$ cat src/rtl/alu_pkg.sv
// Shared definitions for the sequential ALU.
//   OP_W            opcode width
//   Op*             opcode encodings
//   Flag*           bit positions of N/V/Z/C inside flag_we and the flag register
//   alu_state_e     control FSM encoding
package alu_pkg;

  localparam int unsigned OP_W = 4;

  localparam logic [OP_W-1:0] OpAdd  = 4'h0;
  localparam logic [OP_W-1:0] OpSub  = 4'h1;
  localparam logic [OP_W-1:0] OpAnd  = 4'h2;
  localparam logic [OP_W-1:0] OpOr   = 4'h3;
  localparam logic [OP_W-1:0] OpEor  = 4'h4;
  localparam logic [OP_W-1:0] OpAsl  = 4'h5;
  localparam logic [OP_W-1:0] OpLsr  = 4'h6;
  localparam logic [OP_W-1:0] OpRol  = 4'h7;
  localparam logic [OP_W-1:0] OpRor  = 4'h8;
  localparam logic [OP_W-1:0] OpCmp  = 4'h9;
  localparam logic [OP_W-1:0] OpPass = 4'hA;

  localparam int unsigned FlagN = 3;
  localparam int unsigned FlagV = 2;
  localparam int unsigned FlagZ = 1;
  localparam int unsigned FlagC = 0;

  typedef enum logic [1:0] {
    StIdle,
    StExec,
    StBcd,
    StHold
  } alu_state_e;

endpackage

$ cat src/rtl/bcd_digit.sv
// Combinational single-digit BCD add/subtract cell.
//   a_i, b_i  operand nibbles
//   c_i       incoming carry (add) / not-borrow (sub)
//   sub_i     1 = subtract
//   digit_o   corrected result nibble
//   c_o       outgoing carry (add) / not-borrow (sub)
// Non-decimal input nibbles follow the same rules; no error is flagged.
module bcd_digit (
  input  logic [3:0] a_i,
  input  logic [3:0] b_i,
  input  logic       c_i,
  input  logic       sub_i,
  output logic [3:0] digit_o,
  output logic       c_o
);

  logic [4:0] raw;

  always_comb begin
    raw     = 5'd0;
    digit_o = 4'd0;
    c_o     = 1'b0;
    if (sub_i) begin
      // Range is -16..15, so bit 4 is the sign of the 5-bit difference.
      raw = {1'b0, a_i} - {1'b0, b_i} - {4'd0, ~c_i};
      if (raw[4]) begin
        digit_o = raw[3:0] - 4'd6;
        c_o     = 1'b0;
      end else begin
        digit_o = raw[3:0];
        c_o     = 1'b1;
      end
    end else begin
      raw = {1'b0, a_i} + {1'b0, b_i} + {4'd0, c_i};
      if (raw > 5'd9) begin
        digit_o = raw[3:0] + 4'd6;
        c_o     = 1'b1;
      end else begin
        digit_o = raw[3:0];
        c_o     = 1'b0;
      end
    end
  end

endmodule

$ cat src/rtl/alu_seq.sv
// Multi-cycle ALU with valid/ready handshakes on both sides.
//   phi1, reset_n           clock, async active-low reset
//   in_valid/in_ready       request handshake; a, b, op, carry_in, dec_mode sampled on accept
//   out_valid/out_ready     result handshake; outputs frozen while out_valid is high
//   result, flag_n/v/z/c    result and computed flags
//   flag_we {N,V,Z,C}       flag update enables; res_we destination write enable
//   half_carry              binary carry out of bit 3
// Binary ops finish in EXEC; decimal ADD/SUB then run one BCD digit per cycle.
module alu_seq import alu_pkg::*; #(
  parameter int unsigned WIDTH = 8
) (
  input  logic             phi1,
  input  logic             reset_n,
  input  logic             in_valid,
  output logic             in_ready,
  input  logic [WIDTH-1:0] a,
  input  logic [WIDTH-1:0] b,
  input  logic [OP_W-1:0]  op,
  input  logic             carry_in,
  input  logic             dec_mode,
  output logic             out_valid,
  input  logic             out_ready,
  output logic [WIDTH-1:0] result,
  output logic             flag_n,
  output logic             flag_v,
  output logic             flag_z,
  output logic             flag_c,
  output logic [3:0]       flag_we,
  output logic             res_we,
  output logic             half_carry
);

  localparam int unsigned DIGITS = WIDTH / 4;
  localparam int unsigned CntW   = (DIGITS > 1) ? $clog2(DIGITS) : 1;

  alu_state_e state_q, state_d;

  logic [WIDTH-1:0] a_q, a_d, b_q, b_d;
  logic [OP_W-1:0]  op_q, op_d;
  logic             cin_q, cin_d, dec_q, dec_d;
  logic [CntW-1:0]  cnt_q, cnt_d;
  logic             bc_q, bc_d;
  logic [WIDTH-1:0] result_q, result_d;
  logic [3:0]       flags_q, flags_d;
  logic [3:0]       fwe_q, fwe_d;
  logic             rwe_q, rwe_d, hc_q, hc_d;

  // Binary datapath
  logic [WIDTH-1:0] bx;
  logic             cin_eff;
  logic [WIDTH:0]   sum;
  logic [WIDTH-1:0] bin_r;
  logic             bin_c, bin_v, bin_hc, bin_rwe;
  logic [3:0]       bin_fwe;
  logic             is_dec, last_digit;

  // Digit-serial decimal path
  logic [3:0]       dig_a, dig_b, dig_r;
  logic             dig_c;

  always_comb begin
    bx      = (op_q == OpSub || op_q == OpCmp) ? ~b_q : b_q;
    cin_eff = (op_q == OpCmp) ? 1'b1 : cin_q;
    sum     = {1'b0, a_q} + {1'b0, bx} + {{WIDTH{1'b0}}, cin_eff};
    bin_r   = a_q;
    bin_c   = 1'b0;
    bin_v   = 1'b0;
    bin_hc  = 1'b0;
    bin_fwe = 4'b0000;
    bin_rwe = 1'b0;
    case (op_q)
      OpAdd, OpSub, OpCmp: begin
        bin_r   = sum[WIDTH-1:0];
        bin_c   = sum[WIDTH];
        bin_v   = (a_q[WIDTH-1] == bx[WIDTH-1]) && (sum[WIDTH-1] != a_q[WIDTH-1]);
        bin_hc  = ({1'b0, a_q[3:0]} + {1'b0, bx[3:0]} + {4'd0, cin_eff}) > 5'd15;
        bin_fwe = (op_q == OpCmp) ? 4'b1011 : 4'b1111;
        bin_rwe = (op_q != OpCmp);
      end
      OpAnd:  begin bin_r = a_q & b_q; bin_fwe = 4'b1010; bin_rwe = 1'b1; end
      OpOr:   begin bin_r = a_q | b_q; bin_fwe = 4'b1010; bin_rwe = 1'b1; end
      OpEor:  begin bin_r = a_q ^ b_q; bin_fwe = 4'b1010; bin_rwe = 1'b1; end
      OpAsl: begin
        bin_r = {a_q[WIDTH-2:0], 1'b0};  bin_c = a_q[WIDTH-1];
        bin_fwe = 4'b1011;               bin_rwe = 1'b1;
      end
      OpLsr: begin
        bin_r = {1'b0, a_q[WIDTH-1:1]};  bin_c = a_q[0];
        bin_fwe = 4'b1011;               bin_rwe = 1'b1;
      end
      OpRol: begin
        bin_r = {a_q[WIDTH-2:0], cin_q}; bin_c = a_q[WIDTH-1];
        bin_fwe = 4'b1011;               bin_rwe = 1'b1;
      end
      OpRor: begin
        bin_r = {cin_q, a_q[WIDTH-1:1]}; bin_c = a_q[0];
        bin_fwe = 4'b1011;               bin_rwe = 1'b1;
      end
      OpPass: begin bin_fwe = 4'b1010; bin_rwe = 1'b1; end
      default: ;
    endcase
  end

  assign is_dec     = dec_q && (op_q == OpAdd || op_q == OpSub);
  assign last_digit = (cnt_q == CntW'(DIGITS - 1));

  always_comb begin
    dig_a = a_q[{cnt_q, 2'b00} +: 4];
    dig_b = b_q[{cnt_q, 2'b00} +: 4];
  end

  bcd_digit u_bcd_digit (
    .a_i     (dig_a),
    .b_i     (dig_b),
    .c_i     (bc_q),
    .sub_i   (op_q == OpSub),
    .digit_o (dig_r),
    .c_o     (dig_c)
  );

  // FSM: state register
  always_ff @(posedge phi1 or negedge reset_n) begin
    if (!reset_n) state_q <= StIdle;
    else          state_q <= state_d;
  end

  // FSM: next state
  always_comb begin
    state_d = state_q;
    unique case (state_q)
      StIdle: if (in_valid) state_d = StExec;
      StExec: state_d = is_dec ? StBcd : StHold;
      StBcd:  if (last_digit) state_d = StHold;
      StHold: if (out_ready) state_d = StIdle;
      default: state_d = StIdle;
    endcase
  end

  // FSM: outputs
  always_comb begin
    in_ready  = (state_q == StIdle);
    out_valid = (state_q == StHold);
  end

  // Datapath next state; registers only move in IDLE (capture), EXEC and BCD,
  // which keeps every output frozen during HOLD.
  always_comb begin
    a_d      = a_q;
    b_d      = b_q;
    op_d     = op_q;
    cin_d    = cin_q;
    dec_d    = dec_q;
    cnt_d    = cnt_q;
    bc_d     = bc_q;
    result_d = result_q;
    flags_d  = flags_q;
    fwe_d    = fwe_q;
    rwe_d    = rwe_q;
    hc_d     = hc_q;
    unique case (state_q)
      StIdle: begin
        if (in_valid) begin
          a_d   = a;
          b_d   = b;
          op_d  = op;
          cin_d = carry_in;
          dec_d = dec_mode;
        end
      end
      StExec: begin
        result_d       = bin_r;
        flags_d[FlagN] = bin_r[WIDTH-1];
        flags_d[FlagV] = bin_v;
        flags_d[FlagZ] = (bin_r == '0);
        flags_d[FlagC] = bin_c;
        fwe_d          = bin_fwe;
        rwe_d          = bin_rwe;
        hc_d           = bin_hc;
        cnt_d          = '0;
        bc_d           = cin_q;
      end
      StBcd: begin
        result_d[{cnt_q, 2'b00} +: 4] = dig_r;
        bc_d  = dig_c;
        cnt_d = cnt_q + CntW'(1);
        if (last_digit) flags_d[FlagC] = dig_c;
      end
      default: ;
    endcase
  end

  always_ff @(posedge phi1 or negedge reset_n) begin
    if (!reset_n) begin
      a_q      <= '0;
      b_q      <= '0;
      op_q     <= '0;
      cin_q    <= 1'b0;
      dec_q    <= 1'b0;
      cnt_q    <= '0;
      bc_q     <= 1'b0;
      result_q <= '0;
      flags_q  <= 4'b0000;
      fwe_q    <= 4'b0000;
      rwe_q    <= 1'b0;
      hc_q     <= 1'b0;
    end else begin
      a_q      <= a_d;
      b_q      <= b_d;
      op_q     <= op_d;
      cin_q    <= cin_d;
      dec_q    <= dec_d;
      cnt_q    <= cnt_d;
      bc_q     <= bc_d;
      result_q <= result_d;
      flags_q  <= flags_d;
      fwe_q    <= fwe_d;
      rwe_q    <= rwe_d;
      hc_q     <= hc_d;
    end
  end

  assign result     = result_q;
  assign flag_n     = flags_q[FlagN];
  assign flag_v     = flags_q[FlagV];
  assign flag_z     = flags_q[FlagZ];
  assign flag_c     = flags_q[FlagC];
  assign flag_we    = fwe_q;
  assign res_we     = rwe_q;
  assign half_carry = hc_q;

endmodule

$ cat config.mk
export PLATFORM = sky130hd
export DESIGN_NAME = alu_seq
export DESIGN_NICKNAME = d
export VERILOG_FILES = /design/src/rtl/alu_pkg.sv /design/src/rtl/bcd_digit.sv /design/src/rtl/alu_seq.sv
export SDC_FILE = /design/constraint.sdc
export NUM_CORES = 1
export LEC_CHECK = 0
export BUFFER_PORTS_ARGS = -buffer_cell sky130_fd_sc_hd__buf_2
export CAP_MARGIN = 15
export CORE_AREA = 3 3 108 110
export DETAILED_ROUTE_END_ITERATION = 16
export DIE_AREA = 0 0 111 113
export PLACE_DENSITY = 0.51
export SYNTH_ARGS = -nofsm -noshare
export SYNTH_HDL_FRONTEND = slang
export SYNTH_SLANG_ARGS = --single-unit
$ cat constraint.sdc
create_clock -name phi1 -period 4.3 [get_ports phi1]
set_clock_uncertainty 0.05 [all_clocks]
set_input_delay 1.29 -clock phi1 [delete_from_list [all_inputs] [get_ports phi1]]
set_output_delay 1.29 -clock phi1 [all_outputs]
set_load 0.02 [all_outputs]
After elaboration in Yosys (flattened, before gate mapping)
Cells that the tools add are included.
- word-level logic and storage cells: 99
- register bits: 44
- output and inout port bits: 20
- input port bits: 26
- add/sub/neg operators: 12
- shifts and indexed selects: 4
- bitwise operators: 5
- magnitude comparators: 2
- reductions and logical operators: 17
- eq/ne operators: 19
- multiplexer cells: 26
- operator list (cell ; number):
    $pmux 8 s8 ; 1
    $eq 4x3->1 const B ; 4
    $pmux 8 s2 ; 1
    $shiftx 8x4->4 ; 2
    $eq 4x4->1 const B ; 3
    $mux 4 ; 3
    $pmux 4 s3 ; 1
    $add 4x4->5 ; 2
    $add 5x1->5 ; 2
    $gt 5x4->1 const B ; 2
    $add 8x8->9 ; 1
    $add 9x1->9 ; 1
    $and 8x8->8 ; 1
    $bwmux 8 ; 1
    $eq 4x2->1 const B ; 2
    $logic_not 8->1 ; 1
    $mux 1 ; 8
    $mux 8 ; 1
    $not 8->8 ; 1
    $or 8x8->8 ; 1
    $pmux 1 s2 ; 4
    $pmux 2 s4 ; 1
    $reduce_or 4->1 ; 2
    $reduce_or 8->1 ; 1
    other kinds (30) ; 38

Longest topological paths before layout
Gate-level depths: netlist (run 1).
- word-level depth: 9
- gate-level depth with buffers: 15
- gate-level depth less buffers: 13

Cells and area by module
From an unflattened synthesis (run 1), not the netlist that was laid out.
- cells, all modules: 438
- area, all modules: 3943.8 um^2
- modules (own cells, without submodules) (module ; area each (um^2) ; sequential area each (um^2) ; instances ; cells an instance):
    alu_seq ; 3337.0 ; 1076.0 ; 1 ; 363
    bcd_digit ; 606.8 ; 0.0 ; 1 ; 75

Least setup slack after synthesis (run 1)
OpenSTA, ideal clock, no wires.
- path type: flip-flop to flip-flop
- start: reg op_q[2]
- end: reg flags_q[1]
- path slack: 436 ps
- data required time: 4128 ps
- buffers on the path: 4
- arrival time: 3693 ps
- cell stages (with the launch flop): 16
- cells stage by stage: dfrtp_1 buf_2 buf_2 clkbuf_1 nor3_1 buf_1 xnor2_1 fa_1 fa_1 a211oi_1 o21ai_0 a21oi_1 xnor2_1 a21oi_1 and4bb_1 a32o_1
- longest elaborated chain between the ends: 7
- elaborated cells between the ends (all ways): 18
- RTL lines (element ; line ; text):
    from (decl) ; alu_seq.sv:39 ; logic [OP_W-1:0] op_q, op_d;
    from (signal assigned) ; alu_seq.sv:209 ; op_q <= op_d;
    $eq 4x1->1 / $eq 4x4->1 (equally long branches) ; alu_seq.sv:62, alu_seq.sv:71, alu_seq.sv:63 ;
    $logic_or 1x1->1 ; alu_seq.sv:62 ; bx = (op_q == OpSub || op_q == OpCmp) ? ~b_q : b_q;
    $mux 8 ; alu_seq.sv:62 ;
    $add 8x8->9 ; alu_seq.sv:64 ; sum = {1'b0, a_q} + {1'b0, bx} + {{WIDTH{1'b0}}, cin_eff};
    $add 9x1->9 ; alu_seq.sv:64 ;
    $pmux 8 s8 * ; alu_seq.sv:71 ; case (op_q)
    $logic_not 8->1 * ; alu_seq.sv:174 ; flags_d[FlagZ] = (bin_r == '0);
    to (signal assigned) ; alu_seq.sv:215 ; flags_q <= flags_d;
    to (decl) ; alu_seq.sv:44 ; logic [3:0] flags_q, flags_d;
Mark *: on every way between the ends. The rest lies on a longest branch, timed or not.
A chain may end at the register's enable or synchronous reset.

Final worst setup path (run 1)
- start: reg cnt_q
- end: reg result_q[5], in the netlist result[5]
- longest elaborated chain between the ends: 9
- elaborated cells between the ends (all ways): 17
- RTL lines (element ; line ; text):
    from (decl) ; alu_seq.sv:41 ; logic [CntW-1:0] cnt_q, cnt_d;
    from (signal assigned) ; alu_seq.sv:212 ; cnt_q <= cnt_d;
    $shiftx 8x4->4, on equally long branches ; alu_seq.sv:108, alu_seq.sv:109 ;
    $add 4x4->5 / $sub 4x4->5 (equally long branches) ; bcd_digit.sv:34, bcd_digit.sv:25 ;
    $add 5x1->5 / $sub 5x1->5 (equally long branches) ; bcd_digit.sv:34, bcd_digit.sv:25 ;
    $add 4x3->4, or another cell as far along ; bcd_digit.sv:36 ; digit_o = raw[3:0] + 4'd6;
    $mux 4, on equally long branches ; bcd_digit.sv:35, bcd_digit.sv:26 ;
    $mux 4 ; bcd_digit.sv:23 ; if (sub_i) begin
    $shiftx 4x5->8 ; alu_seq.sv:183 ; result_d[{cnt_q, 2'b00} +: 4] = dig_r;
    $bwmux 8 * ; alu_seq.sv:183 ;
    $pmux 8 s2 * ; alu_seq.sv:160 ; unique case (state_q)
    to (signal assigned) ; alu_seq.sv:214 ; result_q <= result_d;
    to (decl) ; alu_seq.sv:43 ; logic [WIDTH-1:0] result_q, result_d;
Marked as above.

==> impl_metrics.env, run 1 <==
export IMPL_die_w_um=111
export IMPL_status="finished clean"
export IMPL_drt_pass1_iterations=5
export IMPL_cts_setup_buffers=0
export IMPL_initial_core_util_pct=35.0
export IMPL_avgRoutedWirePerCell_um=17.3
export IMPL_fillerInstances=1122
export IMPL_maxCapViolCount=0
export IMPL_yosys_area_top_type_share_pct=28.4
export IMPL_viasPerCell=5.47
export IMPL_grt_setup_unrepaired="false"
export IMPL_via_count=3345
export IMPL_critPathRequiredTime_ns=4.42
export IMPL_htree_levels=2
export IMPL_overflow=0
export IMPL_dp_hpwl_um=8150
export IMPL_clk_pin_slew_ns=0.09
export IMPL_fmax_mhz=277
export IMPL_cp_max_fo=11
export IMPL_hold_class="flop to flop"
export IMPL_muxShareOfSynthArea_pct=9.82
export IMPL_cp_data_arrival_time_ns=3.74
export IMPL_coreArea_mm2=0.0108
export IMPL_syn_nets=504
export IMPL_wirelength_um=10600
export IMPL_detail_route_iter0_violations=146
export IMPL_cts_tree="built"
export IMPL_synthFlopType="dfrtp_1"
export IMPL_synthArstFlopShare_pct=100
export IMPL_die_area_mm2=0.0125
export IMPL_hold_path_cell_count=1
export IMPL_synthTopCellsByArea="dfrtp_1 28%, ha_1 12%, mux2_2 7.4%, xnor2_1 4.2%, o21ai_0 4.1%"
export IMPL_route_detailed_drc=0
export IMPL_portBuffers=45
export IMPL_setup_viol=0
export IMPL_cp_end_kind="flop"
export IMPL_num_antenna_cells=0
export IMPL_rows=38
export IMPL_fin_crit_sh_pct=84.1
export IMPL_synthesis_area_mm2=0.00378
export IMPL_grt_max_degree=44
export IMPL_syn_inst=435
export IMPL_hold_buffers=0
export IMPL_cts_sink_count=43
export IMPL_yosys_warnings=0
export IMPL_pin_count=46
export IMPL_reg2regPathDepth=12
export IMPL_syn_area_per_cell_um2=8.70
export IMPL_ys_types=52
export IMPL_nNetsFinal=540
export IMPL_slew_violations=0
export IMPL_gp_congestion=0.874
export IMPL_criticalPathCategory="flop to flop"
export IMPL_synth_xor_area_share_pct=4.63
export IMPL_clkLatencyLatePin_ns=0.30
export IMPL_ctsResizeCount=0
export IMPL_antenna_found_initial=0
export IMPL_syn_to_final_growth_pct=12.5
export IMPL_setup_tns_ns=0
export IMPL_worstMarginPinSlew_ns=1.00
export IMPL_yosys_area_share_simple_pct=13.2
export IMPL_layout_drive_gt1_share_pct=19.5
export IMPL_synth_edf_count=0
export IMPL_synth_seq_cells=43
export IMPL_grt_usage_pct=17.2
export IMPL_slew_limit_headroom_pct=33.2
export IMPL_synth_top_family_by_area="compound AO/OA/AOI/OAI gates"
export IMPL_grt_pass1_wl_um=17500
export IMPL_finalHoldViolations=0
export IMPL_synth_compound_area_share_pct=21.6
export IMPL_yosysTopAreaCell="dfrtp_1"
export IMPL_cts_root_buf="clkbuf_8"
export IMPL_synth_seq_area_share_pct=28.4
export IMPL_cp_start_kind="flop"
export IMPL_grt_pass1_vias=3202
export IMPL_numCtsBuffers=5
export IMPL_synthAdderAreaFrac_pct=15.4
export IMPL_post_route_min_period_ns=3.62
export IMPL_clockBufferDepth=2
export IMPL_ant_nets=0
export IMPL_die_h_um=113
metrics by stage:
stage / hold slack [ns] / cells / instance area (µm²) / setup WS (ns) / utilization (%)
2_1_floorplan: 0.430 / 435 / 3780 / 0.436 / -
3_3_place_gp: 0.407 / 604 / 4140 / 0.702 / 38.3
3_5_place_dp: 0.413 / 604 / 4140 / 0.706 / 38.3
4_1_cts: 0.435 / 612 / 4260 / 0.675 / 39.4
5_1_grt: 0.450 / 612 / 4260 / 0.271 / 39.4
6_report: 0.429 / 612 / 4260 / 0.683 / 39.4
cell usage after synthesis, drive strengths merged (6+ instances only):
cell type	n
dfrtp	43
inv	38
ha	37
nor2	37
o21ai	33
nand2	29
mux2	25
a21oi	21
xnor2	18
buf	16
a31oi	9
clkbuf	9
mux2i	9
nor2b	8
nand3	7
nor3	7
a211oi	6
a21boi	6
fa	6
o211ai	6
state kept, by name, summed over array words and instances, names as in the netlist:
register    count
a_q             8
b_q             8
bc_q            1
cin_q           1
cnt_q           1
dec_q           1
flag_we         3
flags_q         4
half_carry      1
op_q            4
res_we          1
result          8
state_q         2
cell usage in the layout, fill, tap and decap left out, types with 3 or more instances in the layout:
master and n:
o21ai_0 31, ha_1 37, nor3b_1 4, or3_1 3, nor2_1 37, nand2b_1 5, a31oi_1 9, nor2b_1 8
o311ai_0 3, clkbuf_8 6, mux2i_1 9, dfrtp_1 43, a21boi_0 6, nand3_1 7, fa_1 6, mux2_2 25
o21a_1 4, buf_2 45, a221oi_1 5, inv_1 38, a21o_1 5, nor3_1 7, a31o_2 3, buf_4 9
a21oi_1 21, o211ai_1 6, a22oi_1 3, o22ai_1 4, a211oi_1 6, xnor2_1 18, nand2_1 29
critical path, stage by stage (launching register included):
cell       delay (ns)
dfrtp_1          0.51
inv_1            0.28
a21boi_0         0.22
fa_1             0.48
fa_1             0.43
xnor2_1          0.27
ha_1             0.23
nand2_1          0.06
o21ai_0          0.12
a21o_1           0.17
a21boi_0         0.11
o311ai_0         0.45
a2bb2oi_1        0.12
final timing paths:
| path | to | startpoint | slack [ns] |
|---|---|---|---|
| worst max-delay path | result[5] | cnt_q | 0.68 |
| worst min-delay path | res_we | res_we | 0.43 |
| worst max register to register | result[5] | cnt_q | 0.68 |
| worst min register to register | res_we | res_we | 0.43 |
| max in group asynchronous | flags_q[0] | reset_n | 2.48 |
| min in group asynchronous | b_q[7] | reset_n | 1.10 |
area by class of cell:
type | count | area, µm² | share of cell area [%]
Tap cell | 140 | 175 | 4.12
Inverter | 39 | 146 | 3.44
Multi-Input combinational cell | 328 | 2440 | 57.4
Clock inverter | 2 | 38.8 | 0.911
Sequential cell | 43 | 1080 | 25.3
Timing Repair Buffer | 54 | 293 | 6.88
Clock buffer | 6 | 82.6 | 1.94
layer usage:
| layer | vias to the layer above | share of wire [%] | track usage (%) |
|---|---|---|---|
| met5 | - | 0 | 0 |
| met3 | 18 | 5.1 | 2.78 |
| li1 | 1611 | - | - |
| met2 | 121 | 43 | 26.5 |
| met4 | 0 | 2.2 | 4.84 |
| met1 | 1595 | 49 | 25.0 |
kinds of logic (layout without fill, tap and decap cells):
logic type / after synthesis / count (layout)
AOI/OAI and AO/OA: 124 / 124
adders and majority gates: 43 / 43
muxes: 34 / 34
DFF: 43 / 43
and+or+nand+nor: 107 / 107
buffers and inverters: 64 / 101
xor gates and xnor gates: 20 / 20
Power of run 1 is not shown: default switching activity piles up to over one toggle a cycle in this logic, so the estimate is an artifact.
==> inputs of run 2 (changes only) <==
--- a/config.mk
+++ b/config.mk
@@ -5,11 +5,12 @@
 export SDC_FILE = /design/constraint.sdc
 export NUM_CORES = 1
 export LEC_CHECK = 0
+export ABC_AREA = 1
 export BUFFER_PORTS_ARGS = -buffer_cell sky130_fd_sc_hd__buf_2
 export CAP_MARGIN = 15
-export CORE_AREA = 3 3 108 110
+export CORE_AREA = 3 3 109 111
 export DETAILED_ROUTE_END_ITERATION = 16
-export DIE_AREA = 0 0 111 113
+export DIE_AREA = 0 0 112 114
 export PLACE_DENSITY = 0.51
 export SYNTH_ARGS = -nofsm -noshare
 export SYNTH_HDL_FRONTEND = slang
==> constraint.sdc (replaced) <==
create_clock -name phi1 -period 3.6 [get_ports phi1]
set_clock_uncertainty 0.05 [all_clocks]
set_input_delay 1.08 -clock phi1 [delete_from_list [all_inputs] [get_ports phi1]]
set_output_delay 1.08 -clock phi1 [all_outputs]
set_load 0.02 [all_outputs]
==> run 2 against run 1 <==
Fmax up 16%; count of clock-buffer cells in the layout is the same; highest routed layer unchanged; critical path depth is 7 higher; global-route usage rose by 0.99 points; largest cell class unchanged; via count grew 9.5%; utilization down 0.10 points; sequential share of layout area is 0.13 points lower; non-clock buffer count down 6; flip-flop and latch count stayed put; first-iteration DRC count rose by 86%; design area increased by 0.62%; cell count rose by 21%.
==> impl_metrics.env, run 2 <==
export IMPL_antenna_found_initial=0
export IMPL_synthTopCellsByArea="dfrtp_1 28%, nand2_1 15%, ha_1 12%, inv_1 7.5%, nor2_1 5.7%"
export IMPL_syn_to_final_growth_pct=11.8
export IMPL_slew_violations=0
export IMPL_status="finished clean"
export IMPL_synthFlopType="dfrtp_1"
export IMPL_detail_route_iter0_violations=271
export IMPL_ant_nets=0
export IMPL_synth_seq_cells=43
export IMPL_grt_pass1_vias=3705
export IMPL_clkLatencyLatePin_ns=0.31
export IMPL_cts_sink_count=43
export IMPL_synth_compound_area_share_pct=11.5
export IMPL_syn_area_per_cell_um2=6.89
export IMPL_cp_end_kind="flop"
export IMPL_setup_tns_ns=0
export IMPL_coreArea_mm2=0.0109
export IMPL_synth_xor_area_share_pct=2.74
export IMPL_synth_top_family_by_area="simple AND/OR/NAND/NOR gates"
export IMPL_cts_root_buf="clkbuf_8"
export IMPL_route_detailed_drc=0
export IMPL_setup_viol=0
export IMPL_pin_count=46
export IMPL_dp_hpwl_um=8790
export IMPL_die_h_um=114
export IMPL_synth_seq_area_share_pct=28.1
export IMPL_nNetsFinal=669
export IMPL_synthArstFlopShare_pct=100
export IMPL_grt_max_degree=44
export IMPL_num_antenna_cells=0
export IMPL_grt_usage_pct=18.2
export IMPL_synthesis_area_mm2=0.00383
export IMPL_layout_commonest_cell="nand2_1"
export IMPL_die_area_mm2=0.0128
export IMPL_via_count=3664
export IMPL_maxCapViolCount=0
export IMPL_yosys_area_share_simple_pct=32.3
export IMPL_rows=38
export IMPL_synth_most_common_cell="nand2_1"
export IMPL_synth_common_cells="156 x nand2_1, 77 x inv_1, 58 x nor2_1, 43 x dfrtp_1, 43 x nand3_1"
export IMPL_fin_util_pct=39.3
export IMPL_clockBufferDepth=2
export IMPL_muxShareOfSynthArea_pct=0.588
export IMPL_cp_max_fo=5
export IMPL_wirelength_um=11100
export IMPL_worstMarginPinSlew_ns=1.03
export IMPL_clk_pin_slew_ns=0.10
export IMPL_syn_inst=556
export IMPL_final_cell_mix="156 x nand2_1, 77 x inv_1, 58 x nor2_1, 45 x buf_2, 43 x nand3_1"
export IMPL_viasPerCell=4.94
export IMPL_synthAdderAreaFrac_pct=15.2
export IMPL_cp_data_arrival_time_ns=3.26
export IMPL_hold_class="flop to flop"
export IMPL_layout_drive_gt1_share_pct=14.3
export IMPL_grt_pass1_wl_um=18700
export IMPL_avgRoutedWirePerCell_um=15.0
export IMPL_yosys_warnings=0
export IMPL_fin_crit_sh_pct=86.3
export IMPL_initial_core_util_pct=35.2
export IMPL_htree_levels=2
export IMPL_yosys_area_top_type_share_pct=28.1
export IMPL_criticalPathCategory="flop to flop"
export IMPL_drt_pass1_iterations=5
export IMPL_synth_edf_count=0
export IMPL_portBuffers=45
export IMPL_grt_setup_unrepaired="false"
export IMPL_gp_congestion=0.845
export IMPL_overflow=0
export IMPL_slew_limit_headroom_pct=31.3
export IMPL_die_w_um=112
export IMPL_post_route_min_period_ns=3.11
export IMPL_numCtsBuffers=5
export IMPL_fmax_mhz=322
export IMPL_syn_nets=625
export IMPL_critPathRequiredTime_ns=3.75
export IMPL_cts_tree="built"
export IMPL_ys_types=39
export IMPL_finalHoldViolations=0
export IMPL_yosysTopAreaCell="dfrtp_1"
export IMPL_cp_start_kind="flop"
-- run 2: changes by cell type after synthesis, moves of 11 or more --
| cell | before | now |
|---|---|---|
| a21oi_1 | 21 | 36 |
| inv_1 | 38 | 77 |
| nand3_1 | 7 | 43 |
| xnor2_1 | 18 | 2 |
| nand2_1 | 29 | 156 |
| o21ai_0 | 31 | 20 |
| mux2_2 | 25 | 2 |
| nor2_1 | 37 | 58 |
-- run 2: metrics by stage --
step | setup slack [ns] | instances | instance area (µm²) | hold WS (ns)
2_1_floorplan | 0.603 | 556 | 3830 | 0.430
3_3_place_gp | 0.533 | 733 | 4200 | 0.415
3_5_place_dp | 0.380 | 733 | 4200 | 0.421
4_1_cts | 0.349 | 741 | 4280 | 0.440
5_1_grt | 0.120 | 741 | 4280 | 0.466
6_report | 0.494 | 741 | 4280 | 0.429
-- run 2: cells by family after synthesis --
kind of cell               count (synthesis)
xor gates and xnor gates                  12
DFF                                       43
and+or+nand+nor                          285
buffers and inverters                     93
muxes                                      2
adders and majority gates                 43
AOI/OAI and AO/OA                         78
-- run 2: area by class of cell --
type | count | area, µm²
fill | 1177 | 6610
multi-input combinational | 420 | 2390
sequential | 43 | 1080
inverter | 82 | 308
timing repair buffer | 48 | 248
tap | 140 | 175
clock buffer | 6 | 72.6
clock inverter | 2 | 12.5
-- run 2: critical path, stage by stage (launching register included) --
cell and delay [ns]:
dfrtp_1 0.45, inv_1 0.14, nand2_1 0.08, o21ai_0 0.15, fa_1 0.45, fa_1 0.40, nand2_1 0.08, nand2_1 0.08
ha_1 0.24, nand2_1 0.07, a21boi_1 0.15, nand3_1 0.12, nand2_1 0.13, nand2_1 0.06, nand2_1 0.05, nand2_1 0.05
nand2_1 0.09, nand2_1 0.06, nand2_1 0.06, nor2_1 0.04
-- run 2: final timing paths --
path / start / to / slack (ns) / depth (start not counted)
worst max-delay path: a_q[4] / result[7] / 0.49 / 19
worst min-delay path: half_carry / half_carry / 0.43 / 2
min in group asynchronous: reset_n / result[4] / 0.89 / 1
worst max register to register: a_q[4] / result[7] / 0.49 / 19
max in group asynchronous: reset_n / cnt_q / 1.92 / 1
worst min register to register: half_carry / half_carry / 0.43 / 2
-- run 2: metal layers --
metal  global-route usage [%]  wire (µm)  share of wire (%)
met1                     25.1       5340                 48
met2                     29.7       5010                 45
met3                     2.44        403                3.6
met4                     5.69        327                3.0
met5                        0          0                  0
-- run 2: what timing repair did --
action / 4_1_cts / 5_1_grt
endpoints found under the hold margin: 0 / 0
hold buffers: 0 / 0
buffers inserted: 0 / 0
gates resized for setup: 0 / 1
setup endpoints to repair: 0 / 5
Power of run 2 is left out for the same reason.
